===== config.mk =====
export PLATFORM = sky130hd
export DESIGN_NAME = spi_dac_rx
export DESIGN_NICKNAME = d
export VERILOG_FILES = /design/src/rtl/spi_dac_pkg.sv /design/src/rtl/spi_dac_rx_sync_edge.sv /design/src/rtl/spi_dac_rx.sv
export SDC_FILE = /design/constraint.sdc
export NUM_CORES = 1
export LEC_CHECK = 0
export BUFFER_PORTS_ARGS = -buffer_cell sky130_fd_sc_hd__buf_2
export CAP_MARGIN = 20
export CORE_MARGIN = 5
export CORE_UTILIZATION = 40
export DETAILED_ROUTE_END_ITERATION = 6
export RECOVER_POWER = 25
export SLEW_MARGIN = 20
export SYNTH_ARGS = -nofsm -noshare
export SYNTH_HDL_FRONTEND = slang
export SYNTH_HIERARCHICAL = 1
export SYNTH_SLANG_ARGS = --single-unit

===== constraint.sdc =====
create_clock -name clk -period 2.9 [get_ports clk]
set_input_delay 0.58 -clock clk [delete_from_list [all_inputs] [get_ports clk]]
set_output_delay 0.58 -clock clk [all_outputs]
set_load 0.01 [all_outputs]

===== src/rtl/spi_dac_pkg.sv =====
// Shared frame layout and FSM encoding for the MCP4911-style DAC write-frame responder.
// Field positions assume the 16-bit frame {0, BUF, GA_N, SHDN_N, D[9:0], 2'bxx}.
package spi_dac_pkg;
  localparam int FRAME_BITS = 16;
  localparam int DATA_BITS  = 10;

  localparam int CMD_MSB  = 15;
  localparam int BUF_BIT  = 14;
  localparam int GA_BIT   = 13;
  localparam int SHDN_BIT = 12;
  localparam int DATA_MSB = 11;
  localparam int DATA_LSB = 2;

  typedef enum logic [1:0] {
    IDLE,
    SHIFT,
    DONE,
    ERR
  } state_t;
endpackage


===== src/rtl/spi_dac_rx_sync_edge.sv =====
// N-stage synchronizer plus one edge-detect register; rise/fall appear STAGES+1 clk after the pin.
// No backpressure: one-clk pulses, the consumer must act in the cycle they are high.
module sync_edge #(
  parameter int STAGES = 2
) (
  input  logic clk,
  input  logic rst_n,
  input  logic din,
  output logic sync,
  output logic rise,
  output logic fall
);
  logic [STAGES-1:0] chain;
  logic              prev;

  always_ff @(posedge clk or negedge rst_n) begin
    if (!rst_n) begin
      chain <= '0;
      prev  <= 1'b0;
    end else begin
      chain <= {chain[STAGES-2:0], din};
      prev  <= chain[STAGES-1];
    end
  end

  assign sync = chain[STAGES-1];
  assign rise = sync & ~prev;
  assign fall = ~sync & prev;
endmodule


===== src/rtl/spi_dac_rx.sv =====
// SPI responder for DAC write frames: input register on good frame, output register on LDAC fall.
// No backpressure; status outputs are one-clk pulses registered one clk after the synced edge.
module spi_dac_rx #(
  parameter int SYNC_STAGES = 2,
  parameter int FRAME_BITS  = spi_dac_pkg::FRAME_BITS,
  parameter int DATA_BITS   = spi_dac_pkg::DATA_BITS
) (
  input  logic                 clk,
  input  logic                 rst_n,
  input  logic                 dac_sck,
  input  logic                 dac_cs,
  input  logic                 dac_sdi,
  input  logic                 dac_ld,
  output logic [DATA_BITS-1:0] data_out,
  output logic                 buf_en,
  output logic                 gain_x1,
  output logic                 active,
  output logic                 frame_valid,
  output logic                 frame_err,
  output logic                 ld_pulse,
  output logic                 busy
);
  import spi_dac_pkg::*;

  localparam int CW = $clog2(FRAME_BITS + 1);
  localparam logic [CW-1:0] LAST = CW'(FRAME_BITS - 1);

  logic sck_sync, sck_rise, sck_fall;
  logic cs_sync, cs_rise, cs_fall;
  logic sdi_sync, sdi_rise, sdi_fall;
  logic ld_sync, ld_rise, ld_fall;

  sync_edge #(.STAGES(SYNC_STAGES)) u_sck (.clk(clk), .rst_n(rst_n), .din(dac_sck),
    .sync(sck_sync), .rise(sck_rise), .fall(sck_fall));
  sync_edge #(.STAGES(SYNC_STAGES)) u_cs (.clk(clk), .rst_n(rst_n), .din(dac_cs),
    .sync(cs_sync), .rise(cs_rise), .fall(cs_fall));
  sync_edge #(.STAGES(SYNC_STAGES)) u_sdi (.clk(clk), .rst_n(rst_n), .din(dac_sdi),
    .sync(sdi_sync), .rise(sdi_rise), .fall(sdi_fall));
  sync_edge #(.STAGES(SYNC_STAGES)) u_ld (.clk(clk), .rst_n(rst_n), .din(dac_ld),
    .sync(ld_sync), .rise(ld_rise), .fall(ld_fall));

  state_t                  state, state_nx;
  logic [CW-1:0]           cnt, cnt_nx;
  logic [FRAME_BITS-1:0]   shreg, shreg_nx;
  logic                    commit, reject, xfer, pending;
  logic [DATA_BITS+2:0]    in_reg, frame_fields, xfer_src;
  logic                    unused_sigs;

  always_comb begin
    state_nx = state;
    cnt_nx   = cnt;
    shreg_nx = shreg;
    commit   = 1'b0;
    reject   = 1'b0;
    case (state)
      IDLE: begin
        if (cs_fall) begin
          state_nx = SHIFT;
          cnt_nx   = '0;
        end
      end
      SHIFT: begin
        if (cs_rise) begin
          reject   = 1'b1;
          state_nx = IDLE;
        end else if (sck_rise) begin
          shreg_nx = {shreg[FRAME_BITS-2:0], sdi_sync};
          cnt_nx   = cnt + 1'b1;
          if (cnt == LAST) state_nx = DONE;
        end
      end
      DONE: begin
        if (cs_rise) begin
          if (shreg[CMD_MSB]) reject = 1'b1;
          else                commit = 1'b1;
          state_nx = IDLE;
        end else if (sck_rise) begin
          state_nx = ERR;
        end
      end
      ERR: begin
        if (cs_rise) begin
          reject   = 1'b1;
          state_nx = IDLE;
        end
      end
      default: state_nx = IDLE;
    endcase
  end

  assign frame_fields = {shreg[BUF_BIT], shreg[GA_BIT], shreg[SHDN_BIT], shreg[DATA_MSB:DATA_LSB]};
  // A commit and an LDAC fall in the same clk must transfer the frame being committed.
  assign xfer     = ld_fall & cs_sync;
  assign xfer_src = commit ? frame_fields : in_reg;
  assign busy     = (state != IDLE);

  always_ff @(posedge clk or negedge rst_n) begin
    if (!rst_n) begin
      state       <= IDLE;
      cnt         <= '0;
      shreg       <= '0;
      in_reg      <= '0;
      pending     <= 1'b0;
      frame_valid <= 1'b0;
      frame_err   <= 1'b0;
      ld_pulse    <= 1'b0;
      data_out    <= '0;
      buf_en      <= 1'b0;
      gain_x1     <= 1'b0;
      active      <= 1'b0;
    end else begin
      state       <= state_nx;
      cnt         <= cnt_nx;
      shreg       <= shreg_nx;
      frame_valid <= commit;
      frame_err   <= reject;
      ld_pulse    <= xfer;
      if (commit) in_reg <= frame_fields;
      if (xfer)        pending <= 1'b0;
      else if (commit) pending <= 1'b1;
      if (xfer) {buf_en, gain_x1, active, data_out} <= xfer_src;
    end
  end

  assign unused_sigs = ^{sck_sync, sck_fall, sdi_rise, sdi_fall, ld_sync, ld_rise, pending};
endmodule

======== Yosys cells after proc, flatten, opt, wreduce, memory -nomap -nowiden ========
Index checks and enable logic that the tools add are counted.
operators by class
  add/subtract/negate cells ............... 1
  equality and inequality tests ........... 11
  mux-type cells .......................... 20
  bitwise logic cells ..................... 10
  reductions and logical operators ........ 7
operators by type and width
  operator                                                          number
  5-bit two-way mux                                                 3
  2-bit two-way mux                                                 7
  13-bit two-way mux                                                1
  5-bit one-hot mux with 2 select lines                             1
  3-bit inequality test (second input constant)                     3
  2-bit inequality test (second input constant)                     4
  2-bit one-hot mux with 4 select lines                             1
  1-bit two-way mux                                                 6
  5-bit by 1-bit adder with 5-bit output (second input constant)    1
  1-bit bitwise AND                                                 5
  5-bit by 4-bit == test with 1-bit output (second input constant)  1
  1-bit inverter                                                    5
  5-bit AND reduction                                               1
  2-bit == test (second input constant)                             2
  4-bit AND reduction                                               1
  2-bit nonzero test                                                2
  3-bit AND reduction                                               1
  2-bit by 1-bit == test with 1-bit output (second input constant)  1
  2-bit zero test                                                   1
  1-bit one-hot mux with 2 select lines                             1
  2-bit OR reduction                                                1
word-level totals
  register bits ........................... 63
  input port bits ......................... 6
  output and inout port bits .............. 17
  logic and storage cells ................. 67

======== Depth between registers and ports, before layout ========
  depth after elaboration ................. 5
  depth in mapped cells ................... 6

======== Cells and area by module ========
Netlist, hierarchy kept.
modules (own cells, without submodules)
  module      times used  cells an instance  area each (µm²)
  spi_dac_rx  1           139                2137.0
  sync_edge   4           5                  90.1

======== Least setup slack after synthesis ========
No wires, ideal clock.
  kind .................................... flip-flop to flip-flop
  start ................................... reg u_cs.chain[1]
  end ..................................... reg data_out[1]
  setup time .............................. 0.125 ns
  arrival ................................. 1.682 ns
  data required time ...................... 2.775 ns
  slack ................................... 1.093 ns
  stages on the path, launching flop included .. 7
  path buffers ............................ 2
  clock period less this slack ............ 1.807 ns
  cell sequence ........................... dfrtp_1 > nor2b_1 > nor4bb_1 > buf_4 > buf_12 > mux2_4 > mux2_4
between the ends
  word-level cells in the longest chain between the ends .. 4
ends and longest elaborated chain
  what                    line                        text
  start, declared         spi_dac_rx_sync_edge.sv:13  logic [STAGES-1:0] chain;
  start signal, assigned  spi_dac_rx_sync_edge.sv:21  chain <= {chain[STAGES-2:0], din};
  1-bit bitwise AND       spi_dac_rx_sync_edge.sv:27  assign rise = sync & ~prev;
  net cs_rise             spi_dac_rx.sv:29            logic cs_sync, cs_rise, cs_fall;
  1-bit two-way mux       spi_dac_rx.sv:73            if (cs_rise) begin
  1-bit two-way mux       spi_dac_rx.sv:55            case (state)
  net commit              spi_dac_rx.sv:45            logic commit, reject, xfer, pending;
  13-bit two-way mux      n/a
  net xfer_src[1]         spi_dac_rx.sv:46            logic [DATA_BITS+2:0] in_reg, frame_fields, xfer_src;
  end signal, assigned    spi_dac_rx.sv:121           if (xfer) {buf_en, gain_x1, active, data_out} <= xfer_src;
  end, declared           spi_dac_rx.sv:14            output logic [DATA_BITS-1:0] data_out,
The timed path passes the listed nets, and every way through them passes these cells.
A chain may end at the register's enable or synchronous reset.

======== Final worst setup path ========
  start ................................... reg u_cs.chain[1]
  end ..................................... reg data_out[0]
between the ends
  word-level cells in the longest chain between the ends .. 4
ends and longest elaborated chain
  what                line
  1-bit bitwise AND   spi_dac_rx_sync_edge.sv:27
  net cs_rise         spi_dac_rx.sv:29
  1-bit two-way mux   spi_dac_rx.sv:73
  1-bit two-way mux   spi_dac_rx.sv:55
  13-bit two-way mux  n/a
  net xfer_src[0]     spi_dac_rx.sv:46
The timed path passes the listed nets, and every way through them passes these cells.

==> summary.md <==
| Metric | Value |
|---|---|
| Maximum number of pins on one net before global-route repair | `35` |
| GRT Residual Overflow | `0` |
| Setup_tns | `0 ps` |
| Antenna diodes | `0` |
| Most common cell after layout, fill and taps aside | `dfrtp_1` |
| Total power of the final layout | `around 2.1 mW` |
| Critical path peak fanout | `14` |
| Setup violations, final | `0` |
| Final std cell area, no fill | `2890 µm²` |
| Iteration count of the initial detailed-routing pass | `4` |
| Static leakage | `~1.4 nW` |
| Mapped Nets | `162` |
| CP max-delay cell | `mux2_2` |
| Number of flip-flops under the largest register name | `16` |
| Height of the die | `about 90 µm` |
| Synth Cell Area | `roughly 2400 µm²` |
| Total number of placement rows | `28` |
| Gate count of the mapped netlist | `154` |
| Starting density of the core | `between 40% and 50%` |
| Count of antenna-violating nets left after detailed routing | `0` |
| Synthesis-to-layout area growth | `18.2%` |
| Core footprint | `approximately 6000 µm²` |
| Fraction of final layout cells sized beyond drive strength 1 | `46.5%` |
| Sequential cell area | `around 1600 µm²` |
| Root buffer cell | `clkbuf_8` |
| Latest clock arrival within the worst-skew pair | `about 330 ps` |
| Top achievable clock speed | `between 400 and 500 MHz` |
| Post-detailed-placement half-perimeter wirelength | `about 2400 µm` |
| Final clock skew | `6.63 ps` |
| Critical Path End Type | `register` |
| CTS max path bufs | `2` |
| Final Hold Fails | `0` |
| Number of antenna violations at the first check in global routing | `0` |
| Number of warnings issued by yosys | `6` |
| WP data required | `roughly 3100 ps` |
| Critical path data arrival time | `2230 ps` |
| Synth Area per Inst | `approximately 16 µm²` |
| Slew headroom | `-4.48%` |
| Final setup slack of the worst path | `approximately 880 ps` |
| Setup repair after global routing missed its margin | `false` |
| Clock tree from TritonCTS | `built` |
| Crit Path Class | `register to register` |
| Layout filler cell count | `between 500 and 600` |
| Result of the run | `complete, but fails checks` |
| Total global-route track usage | `between 10% and 20%` |
| CTS sink cnt | `between 60 and 70` |
| Die Wd | `88.1 µm` |
| # Max-Cap Violations | `1` |
| Via count normalized by instance count | `around 4.9` |
| Residual DRC count | `0` |
| Number of setup buffers added after CTS | `0` |
| Power per Cell Area | `just over 700 nW/µm²` |
| Type of the worst min-delay path | `register to register` |
| Routability Congestion | `just over 0.7` |
| Final Routed Wirelength | `3740 µm` |
| Global-route wire length before repair | `roughly 6500 µm` |
| Area enclosed by the die boundary | `slightly below 8000 µm²` |
| Final layout net count | `190` |
| Commonest non-fill, non-tap cells in the layout | `63 x dfrtp_1, 24 x mux2_2, 21 x buf_2, 18 x mux2_4, 11 x clkbuf_8` |
| Number of H-tree levels | `3` |
| Tightest Pin Transition | `1570 ps` |
| Failing checks | `max-capacitance violations, max-slew violations` |
| Num ports | `23` |
| Via count of the first global-routing pass | `~1300` |
| Max IR drop VDD | `414 µV` |
| Area of combinational cells with multiple inputs | `~810 µm²` |
| Max incr delay on CP | `about 380 ps` |
| Count of input and output buffers | `22` |
| DR WL/cell | `14.3 µm` |
| Chain of cells forming the critical path | `nor2b_1 > nor4bb_4 > buf_4 > mux2_2 > mux2_2` |
| Time the final worst path needs with I/O delays and setup | `2020 ps` |
| Number of buffers inserted during clock tree synthesis | `9` |
| Clock transition at path regs | `70 ps` |
| Max-slew violation count | `30` |
| Area of placed instances | `2630 µm²` |
| Hold-fix buffers, CTS | `0` |
| Iteration-0 DRC Markers | `74` |
| Worst slack at placement | `roughly 890 ps` |
| Number of resized instances in the post-cts repair step | `0` |
| Total via count after detailed routing | `between 1000 and 1500` |
| Final-layout worst hold slack | `348 ps` |
| Share of the clock period used by the worst path after layout | `69.5%` |
| Category of the worst setup path launch point | `register` |
| Most repeated library cell on the critical path | `mux2_2` |
report_power, final:
part	internal, mW	switching (mW)
clock network	0.618	0.332
registers	0.940	0.0470
logic	0.0666	0.0610
metrics by stage:
stage / util [%] / cells
5_1_grt: 48.8 / 262
6_report: 48.8 / 262
2_1_floorplan: - / 154
3_5_place_dp: 44.5 / 246
3_3_place_gp: 44.5 / 246
4_1_cts: 48.8 / 262
per-layer routing:
metal	part of all wire, %	GRT usage [%]	vias to the layer above
met4	2.9	8.24	0
met2	45	16.0	32
met1	46	14.6	639
met3	5.8	3.67	9
li1	-	-	592
met5	0	0	-
layout make-up:
type                            count  area share, %
Clock inverter                      5           3.60
Clock buffer                       11           5.24
Timing Repair Buffer               24           4.72
Inverter                            3          0.390
Sequential cell                    63           54.6
Multi-Input combinational cell     81           28.2
Tap cell                           75           3.25
path summary, 6_finish.rpt:
check,from,endpoint,slack [ps],cells past startpoint
max,u_cs/chain[1]$_DFF_PN0_,data_out[0]$_DFFE_PN0P_,880,5
min,u_sck/chain[0]$_DFF_PN0_,u_sck/chain[1]$_DFF_PN0_,350,0
max reg2reg,u_cs/chain[1]$_DFF_PN0_,data_out[0]$_DFFE_PN0P_,880,5
min reg2reg,u_sck/chain[0]$_DFF_PN0_,u_sck/chain[1]$_DFF_PN0_,350,0
max in group asynchronous,rst_n,data_out[1]$_DFFE_PN0P_,1360,1
min in group asynchronous,rst_n,shreg[9]$_DFFE_PN0P_,630,1
critical path: cells and delay by family, from the launching register on:
family,cells,cell delay (ps)
AND/OR/NAND/NOR,2,600
multiplexers,2,650
flip-flops,1,360
buffers and inverters,1,290
(Power assumes the default switching activity.)
